### src/rtl/cmos_capture.sv
// cmos_capture: pairs DVP RGB565 bytes into 16-bit pixels with valid/sop/eop flags.
// Optional build macro CAPTURE_FRAME_SKIP_EN discards the first SKIP_FRAMES frames after enable.
`default_nettype none

module cmos_capture #(
    parameter int IMG_W       = 1280,
    parameter int IMG_H       = 720,
    parameter int SKIP_FRAMES = 2
) (
    input  logic        clk,
    input  logic        rst,
    input  logic [7:0]  cmos_din,
    input  logic        cmos_vsync,
    input  logic        cmos_href,
    input  logic        cap_en,
    output logic [15:0] pixel,
    output logic        pixel_vld,
    output logic        pixel_sop,
    output logic        pixel_eop
);

    localparam int CW = $clog2(IMG_W + 1);
    localparam int RW = $clog2(IMG_H + 1);
    localparam logic [CW-1:0] COL_MAX  = CW'(IMG_W);
    localparam logic [CW-1:0] COL_LAST = CW'(IMG_W - 1);
    localparam logic [RW-1:0] ROW_MAX  = RW'(IMG_H);
    localparam logic [RW-1:0] ROW_LAST = RW'(IMG_H - 1);

    typedef enum logic [1:0] {
        S_IDLE    = 2'd0,
        S_WAIT_VS = 2'd1,
        S_CAPTURE = 2'd2
    } state_t;

    state_t         state, state_nxt;
    logic [7:0]     din_r, hi_byte;
    logic           vs_r, vs_r_d1, href_r, href_r_d1;
    logic           vs_rise, phase, skipping, out_en, in_window;
    logic [CW-1:0]  col;
    logic [RW-1:0]  row;

    always_ff @(posedge clk or posedge rst) begin
        if (rst) begin
            din_r     <= 8'd0;
            vs_r      <= 1'b0;
            vs_r_d1   <= 1'b0;
            href_r    <= 1'b0;
            href_r_d1 <= 1'b0;
        end else begin
            din_r     <= cmos_din;
            vs_r      <= cmos_vsync;
            vs_r_d1   <= vs_r;
            href_r    <= cmos_href;
            href_r_d1 <= href_r;
        end
    end

    assign vs_rise = vs_r & ~vs_r_d1;

    always_ff @(posedge clk or posedge rst) begin
        if (rst) state <= S_IDLE;
        else     state <= state_nxt;
    end

    // cap_en only matters at frame boundaries, so a frame in flight always completes.
    always_comb begin
        state_nxt = state;
        case (state)
            S_IDLE:    if (cap_en) state_nxt = S_WAIT_VS;
            S_WAIT_VS: if (vs_rise && cap_en) state_nxt = S_CAPTURE;
            S_CAPTURE: if (vs_rise && !cap_en) state_nxt = S_IDLE;
            default:   state_nxt = S_IDLE;
        endcase
    end

`ifdef CAPTURE_FRAME_SKIP_EN
    localparam int SKW = (SKIP_FRAMES > 0) ? $clog2(SKIP_FRAMES + 1) : 1;
    logic [SKW-1:0] skip_left;

    // Frame 1 starts with the full count; each later frame start in CAPTURE takes one off.
    always_ff @(posedge clk or posedge rst) begin
        if (rst)
            skip_left <= SKW'(SKIP_FRAMES);
        else if (state == S_IDLE)
            skip_left <= SKW'(SKIP_FRAMES);
        else if (state == S_CAPTURE && vs_rise && cap_en && skip_left != '0)
            skip_left <= skip_left - 1'b1;
    end

    assign skipping = (skip_left != '0);
`else
    assign skipping = (SKIP_FRAMES < 0);
`endif

    assign out_en    = (state == S_CAPTURE) && !skipping;
    assign in_window = (row < ROW_MAX) && (col < COL_MAX);

    always_ff @(posedge clk or posedge rst) begin
        if (rst) begin
            row       <= '0;
            col       <= '0;
            phase     <= 1'b0;
            hi_byte   <= 8'd0;
            pixel     <= 16'd0;
            pixel_vld <= 1'b0;
            pixel_sop <= 1'b0;
            pixel_eop <= 1'b0;
        end else begin
            pixel_vld <= 1'b0;
            pixel_sop <= 1'b0;
            pixel_eop <= 1'b0;
            if (vs_rise) begin
                row   <= '0;
                col   <= '0;
                phase <= 1'b0;
            end else if (state == S_CAPTURE) begin
                if (href_r) begin
                    phase <= ~phase;
                    if (!phase) begin
                        hi_byte <= din_r;
                    end else begin
                        if (in_window && out_en) begin
                            pixel     <= {hi_byte, din_r};
                            pixel_vld <= 1'b1;
                            pixel_sop <= (row == '0) && (col == '0);
                            pixel_eop <= (row == ROW_LAST) && (col == COL_LAST);
                        end
                        if (col != COL_MAX) col <= col + 1'b1;
                    end
                end else begin
                    // An odd trailing byte is dropped simply by clearing phase here.
                    phase <= 1'b0;
                    if (href_r_d1 && col != '0) begin
                        col <= '0;
                        if (row != ROW_MAX) row <= row + 1'b1;
                    end
                end
            end
        end
    end

endmodule

`default_nettype wire

### config.mk
export PLATFORM = sky130hd
export DESIGN_NAME = cmos_capture
export DESIGN_NICKNAME = d
export VERILOG_FILES = /design/src/rtl/cmos_capture.sv
export SDC_FILE = /design/constraint.sdc
export NUM_CORES = 1
export LEC_CHECK = 0
export CORE_MARGIN = 5
export CORE_UTILIZATION = 55
export DETAILED_ROUTE_END_ITERATION = 8
export GPL_TIMING_DRIVEN = 0
export PLACE_DENSITY = 0.78
export SYNTH_ARGS = -nofsm -noshare
export SYNTH_HDL_FRONTEND = slang
export SYNTH_SLANG_ARGS = --single-unit
### constraint.sdc
create_clock -name clk -period 4.8 [get_ports clk]
set_input_delay 0.96 -clock clk [delete_from_list [all_inputs] [get_ports clk]]
set_output_delay 0.96 -clock clk [all_outputs]
set_load 0.005 [all_outputs]
Word-level counts from Yosys, hierarchy flattened. Cells that the tools add are included.

Register bits after elaboration: 63. Bits in latches: 0. RAM bits: 0. ROM bits: 0. Bits of input ports: 13. Word-level logic and storage cells: 88. Memories kept: 0.

Add/subtract/negate cells: 2. $mul: 0. Divide/modulo/power cells: 0. Magnitude comparators: 2. Equality and inequality tests: 12. Shift-type cells: 0. Mux-type cells: 33. Bitwise logic cells: 4. Reduce and logical (&&, ||, !) cells: 21.

Operators by type and width (count): $mux 11 (6); $mux 10 (5); $mux 1 (18); $reduce_and 4->1 (3); $add 11x1->11 const B (1); $eq 11x11->1 const B (1); $logic_not 11->1 (1); $lt 11x11->1 const B (1); $ne 11x11->1 const B (1); $reduce_bool 11->1 (1); $add 10x1->10 const B (1); $eq 10x10->1 const B (1); $logic_not 10->1 (1); $lt 10x10->1 const B (1); $ne 10x10->1 const B (1); $logic_and 1x1->1 (7); $mux 2 (3); $ne 3x1->1 const B (2); $pmux 2 s3 (1); $reduce_bool 2->1 (3); $reduce_and 5->1 (1); $ne 2x1->1 const B (2); $ne 2x2->1 const B (2); $not 1->1 (3); other kinds (7) (7).

Longest topological paths before layout. Gate-level depths: netlist (run 1).

Word-level depth: 8. Gate-level depth with buffers: 7. Depth with buffers taken out: 6.

Least setup slack after synthesis (run 1). OpenSTA, ideal clock, no wires.

Kind: flip-flop to flip-flop. Start: register col[0]. End: register col[9]. Setup time: 124 ps. Arrival: 1605 ps. Required time: 4676 ps. Setup slack: 3071 ps. Stages on the path, launching flop included: 7. Clock period less this slack: 1729 ps. Path through: dfrtp_1 inv_1 ha_1 nor4b_2 o2111ai_1 a41o_1 o31a_1.

Cells in the longest elaborated chain, start to end: 6.

Ends and longest elaborated chain: start: declaration (RTL line 39) `logic [CW-1:0] col;`; start signal: assignment (RTL line 128) `if (col != COL_MAX) col <= col + 1'b1;`; $add 11x1->11 (RTL line 128); $mux 11 (RTL line 128); $mux 11 (RTL line 119) `if (!phase) begin`; $mux 11 (RTL line 117) `if (href_r) begin`; $mux 11 (RTL line 116) `end else if (state == S_CAPTURE) begin`; $mux 11 (RTL line 112) `if (vs_rise) begin`.

Parallel ways exist; a longest one is shown, timed or not. The select of a mux whose other input is x is not followed. A chain may end at the register's enable or synchronous reset.

Worst setup path after layout (run 1).
Start: register pixel[10]. End: output port pixel[10].

RTL lines: start: declaration (RTL line 16) `output logic [15:0] pixel,`; start signal: assignment (RTL line 123) `pixel <= {hi_byte, din_r};`.

No word-level cell between the ends.

==> results.toml, run 1 <==
[route]
vias = 2151
wl_mm = 5.85
ant_nets = 0
drt_pass1_iterations = 4
vias_per_cell = 5.86
routedWlPerCell_um = 15.9
drc_errors = 0
drt_iter0_drc = 210

[setup_path]
crit_buf_inv = 1
path_depth = 1
path_cells = "clkdlybuf4s50_1"
crit_slowest_cell = "clkdlybuf4s50_1"
crit_path_start = "pixel[10]$_DFFE_PP0P_"
r2r-start = "col[0]$_DFFE_PP0P_"
cp.arrival_ns = 1.23
worst_ep_required_time_ns = 3.84
endpoint_kind = "primary output"
critical_path.top_delay_family = "buffers and inverters"
startpoint_type = "flop"
r2r_cells = 6
r2r_end = "col[8]$_DFFE_PP0P_"
reg2reg_slack_ns = 2.64
critPathKind = "reg -> out"
slowest_delay_ns = 0.52
cp-endpoint = "pixel[10]"
crit_fanout = 2

[timing]
tightest_slew_ns = 0.745
rsz0062_at_grt = "no"
slew_headroom_pct = 50.3
max_freq_mhz = 456
hold_viol = 0
setup_viol_count_final = 0
finalSetupTns_ns = 0
period_minus_slack_ns = 2.19
slew_viol_final = 0
skew_ns = 0.00446
finalCritPeriodShare_pct = 45.7

[logic_synthesis]
synth.most_common_cell = "dfrtp_1"
syn_avg_cell_area_um2 = 11.8
yosys-top-cells-count = "dfrtp_1 (63), mux2_2 (17), nand2_1 (15), a31oi_1 (13), nand3_1 (12)"
ys_seq_area_share_pct = 53.9
syn_inst = 249
ys_top_cells_by_area = "dfrtp_1 (54%), mux2_2 (6.5%), mux2_4 (3.6%)"
synth_top_area_cell = "dfrtp_1"
synth-async-reset-ratio_pct = 100
ys_seq_elements = 63
yosys_warnings = 0
netlist.area_leader.share_pct = 53.9
synth_fp_nets = 266
ys.flop_type = "dfrtp_1"
yosysUniqueCellTypes = 51
syn_area_um2 = 2930
synth_edf_count = 0

[placement]
place.port_buffers = 31
hpwlAfterDp_mm = 4.04
place_congestion = 0.836

[clocking]
cts_num_sinks = 63
cts_resized = 0
cts_setup_buffers = 0
path_clk_slew_ns = 0.07
worst_skew_pair.late_latency_ns = 0.34
cts_tree = "done"
htree_levels = 3
cts_buffer_depth = 2
cts-root-buf = "clkbuf_8"
numCtsBuffers = 9
cts.hold.buffers_added = 0

[die]
rows = 26
dieHeight_um = 82.9
initial_core_util_pct = 56.9
top_level_ports = 32
coreArea_um2 = 5140
die_w_um = 82.9
dieArea_um2 = 6880

[pwr]
total_power_mw = 1.14
p_per_area_nw_per_um2 = 323
p_int_uw = 868
vdd_drop_max_uv = 314
combinationalPowerShare_pct = 8.1
p_clk_share_pct = 39.7
p_sw_share_pct = 24.0
power_leakage_nw = 1.63
power.switching_uw = 275
pwr-share-seq_pct = 52.2

[outcome]
outcome = "completed"

[global_routing]
grt_util_met3_pct = 3.96
grt_overflow = 0
grtUsageMet1_pct = 25.0
gr-max-usage-layer = "met2"
grt_max_degree = 46
grt_pass1_wl_mm = 10.2
antenna_found_initial = 0
met2_usage_pct = 27.3
grtUsageTotal_pct = 18.3
grt_pass1_vias = 2148

[layout]
fillers = 405
insertedDiodeCount = 0
layout.nets = 309
drive_gt1_share_pct = 19.5
areaGrowthSynthToFinish_pct = 21.0

[worst_hold_path]
hp-class = "reg -> reg"
min_from = "vs_r$_DFF_PP0_"

[job]
maxCapViolCount = 0
[cells by family (layout without fill, tap and decap cells)]
| family | Yosys count | in the layout | share of synthesized area [%] |
|---|---|---|---|
| buffers and inverters | 20 | 68 | 3.21 |
| multiplexers | 28 | 28 | 11.5 |
| AND/OR/NAND/NOR | 86 | 86 | 18.1 |
| flip-flops | 63 | 63 | 53.9 |
| AO/OA/AOI/OAI | 48 | 48 | 11.6 |
| adder cells (fa/ha/maj) | 4 | 4 | 1.71 |
[routing by layer]
metal	vias up	wire, µm
li1	1021	-
met1	1052	2760
met2	67	2680
met3	11	287
met4	0	125
met5	-	0
[registers in the layout, summed over array words and instances, names as in the netlist, 2 cells and up]
name	count
col	11
din_r	8
hi_byte	8
pixel	16
row	10
state	2
[how the worst min path moves through the flow]
stage	to	slack (ns)	cells after the start
2_1_floorplan	vs_r_d1$_DFF_PP0_	0.37	0
3_5_place_dp	vs_r_d1$_DFF_PP0_	0.39	0
4_1_cts	vs_r_d1$_DFF_PP0_	0.41	0
6_report	vs_r_d1$_DFF_PP0_	0.40	0
3_3_place_gp	vs_r_d1$_DFF_PP0_	0.38	0
5_1_grt	vs_r_d1$_DFF_PP0_	0.43	0
[power groups by stage]
stage	Combinational (mW)	Clock, mW	Sequential (mW)
2_1_floorplan	0.0599	0	0.601
3_3_place_gp	0.0889	0	0.604
3_5_place_dp	0.0942	0	0.606
4_1_cts	0.0948	0.462	0.597
5_1_grt	0.104	0.486	0.602
6_report	0.0930	0.454	0.596
[cells in the final DEF, fill, tap and decap left out, types with 3 or more instances in the layout]
master and count:
nand3_1 12, or3_1 6, and3_1 7, mux2_4 7, a41oi_1 3, ha_1 4, and2_1 3, dfrtp_1 63
a31oi_1 13, nor3_1 5, a21oi_1 7, inv_1 7, nand4_1 7, o21ai_0 8, nand2b_1 5, mux2_2 17
o31ai_1 3, nand2_1 15, clkbuf_8 9, nor4_1 3, clkdlybuf4s50_1 31, nor2_1 6, clkbuf_1 7, mux2i_1 4
[final cells by class]
cell class | count | area (µm²) | share of cell area, %
Buffer | 12 | 63.8 | 1.80
Clock buffer | 9 | 124 | 3.50
Clock inverter | 7 | 72.6 | 2.05
Inverter | 8 | 30.0 | 0.848
Multi-Input combinational cell | 166 | 1260 | 35.5
Sequential cell | 63 | 1580 | 44.5
Tap cell | 70 | 87.6 | 2.47
Timing Repair Buffer | 32 | 330 | 9.33
[through the flow]
| step | hold slack, ns | std cells | setup WS [ns] | cell area (µm²) | utilization, % |
|---|---|---|---|---|---|
| 2_1_floorplan | 0.368 | 249 | 2.27 | 2930 | - |
| 3_3_place_gp | 0.380 | 350 | 1.26 | 3320 | 64.7 |
| 4_1_cts | 0.410 | 367 | 2.59 | 3540 | 68.9 |
| 3_5_place_dp | 0.394 | 351 | 2.73 | 3340 | 65.1 |
| 5_1_grt | 0.426 | 367 | 2.49 | 3540 | 68.9 |
| 6_report | 0.405 | 367 | 2.61 | 3540 | 68.9 |
No activity file was read; power rests on OpenSTA's default activity.
==> inputs of run 2 (changes only) <==
Clock period 4.8 ns to 2.3 ns, I/O delays scaled along.
==> results.toml, run 2 (synthesis results as in run 1) <==
[layout]
multiInputGateArea_um2 = 1260
seq_area_um2 = 1580
drive_gt1_share_pct = 19.9
reg_top3 = "pixel x16, col x11, row x10"
layout_common_cells = "dfrtp_1 (63), clkdlybuf4s50_1 (31), mux2_2 (17)"
top_register = "pixel"
insertedDiodeCount = 0
areaGrowthSynthToFinish_pct = 21.2
finalCoreUtilization_pct = 69.0
largest_register_ffs = 16
fin_area_um2 = 3550
layout_commonest_cell = "dfrtp_1"
fillers = 403
layout.nets = 309

[global_routing]
grt_pass1_vias = 2148
grt_max_degree = 46
antenna_found_initial = 0
grtUsageTotal_pct = 18.3
grt_overflow = 0
grt_pass1_wl_mm = 10.2

[pwr]
total_power_mw = 2.38
p_sw_share_pct = 23.9
combinationalPowerShare_pct = 8.2
vdd_drop_max_uv = 654
p_clk_share_pct = 39.6
p_per_area_nw_per_um2 = 672
power_leakage_nw = 1.63
power.switching_uw = 570
pwr-share-seq_pct = 52.2
p_int_mw = 1.81

[clocking]
cts_tree = "done"
cts_num_sinks = 63
cts_buffer_depth = 2
worst_skew_pair.late_latency_ns = 0.34
cts-root-buf = "clkbuf_8"
path_clk_slew_ns = 0.07
htree_levels = 3
numCtsBuffers = 9

[die]
die_w_um = 82.9
top_level_ports = 32
initial_core_util_pct = 56.9
rows = 26
coreArea_um2 = 5140
dieArea_um2 = 6880
dieHeight_um = 82.9

[placement]
place_congestion = 0.836
hpwlAfterDp_mm = 4.04
placed_area_um2 = 3340
place.port_buffers = 31

[route]
vias = 2130
drt_pass1_iterations = 6
ant_nets = 0
drc_errors = 0
vias_per_cell = 5.80
wl_mm = 5.86
routedWlPerCell_um = 16.0
drt_iter0_drc = 207

[timing]
max_freq_mhz = 492
hold_viol = 0
slew_headroom_pct = 54.8
period_minus_slack_ns = 2.03
setup_viol_count_final = 0
tightest_slew_ns = 0.674
finalSetupTns_ns = 0
rsz0062_at_grt = "no"
finalCritPeriodShare_pct = 88.4
slew_viol_final = 0
skew_ns = 0.00436

[setup_path]
startpoint_type = "flop"
critPathKind = "reg -> reg"
path_cells = "inv_1, ha_1, nor4b_2, o2111ai_2, a41oi_1, a31oi_1"
cp.arrival_ns = 2.23
crit_fanout = 8
endpoint_kind = "flop"
worst_ep_required_time_ns = 2.50
r2r_cells = 6
slowest_delay_ns = 0.46
crit_slowest_cell = "nor4b_2"

[worst_hold_path]
hp-class = "reg -> reg"
min_path_cells = 0

[job]
maxCapViolCount = 0

[outcome]
outcome = "completed"
[run 2: changes by cell type in the layout (fill, tap and decap cells not counted)]
cell / previous run / this run
o2111ai_1: 1 / 0
o2111ai_2: 0 / 1
[run 2: worst paths after layout]
check | start | to | slack [ns]
setup / recovery | col[0]$_DFFE_PP0P_ | col[8]$_DFFE_PP0P_ | 0.27
hold / removal | vs_r$_DFF_PP0_ | vs_r_d1$_DFF_PP0_ | 0.40
setup reg to reg | col[0]$_DFFE_PP0P_ | col[8]$_DFFE_PP0P_ | 0.27
hold reg to reg | vs_r$_DFF_PP0_ | vs_r_d1$_DFF_PP0_ | 0.40
max in group asynchronous | rst | hi_byte[6]$_DFFE_PP0P_ | 1.30
min in group asynchronous | rst | col[7]$_DFFE_PP0P_ | 0.44
[run 2: final cells by class]
| class | instances | area share [%] |
|---|---|---|
| clock inverter | 7 | 2.05 |
| buffer | 12 | 1.80 |
| multi-input combinational | 166 | 35.6 |
| timing repair buffer | 32 | 9.31 |
| inverter | 8 | 0.847 |
| sequential | 63 | 44.4 |
| clock buffer | 9 | 3.49 |
| tap | 70 | 2.47 |
[run 2: power by group through the flow]
stage	Clock [mW]	Sequential, mW	Combinational [mW]
CTS	0.964	1.24	0.198
global placement	0	1.26	0.186
detailed placement	0	1.27	0.196
global route	1.01	1.26	0.218
finish	0.943	1.24	0.195
floorplan	0	1.25	0.125
[run 2: repair_timing]
item,in CTS,in global routing
gates resized for setup,0,1
buffers inserted,0,0
setup endpoints to repair,0,2
hold buffers,0,0
[run 2: worst max-delay path: cells and delay by family (launching register included)]
kind,cells,cell delay [ns]
AOI/OAI and AO/OA,3,0.76
and+or+nand+nor,1,0.46
DFF,1,0.42
adders and majority gates,1,0.15
buffers and inverters,1,0.10
[run 2: routing by layer]
layer  up-vias  GRT usage [%]  wire, µm
met5         -              0         0
met4         0           9.96       116
met3        11           3.96       281
met2        59           27.3      2690
met1      1040           25.0      2770
li1       1020              -         -
[run 2: per-stage QoR]
stage | hold slack [ns] | instances | setup slack, ns
2_1_floorplan | 0.368 | 249 | 0.270
3_3_place_gp | 0.380 | 350 | -0.739
3_5_place_dp | 0.394 | 351 | 0.226
4_1_cts | 0.410 | 367 | 0.190
5_1_grt | 0.426 | 367 | 0.113
6_report | 0.405 | 367 | 0.268
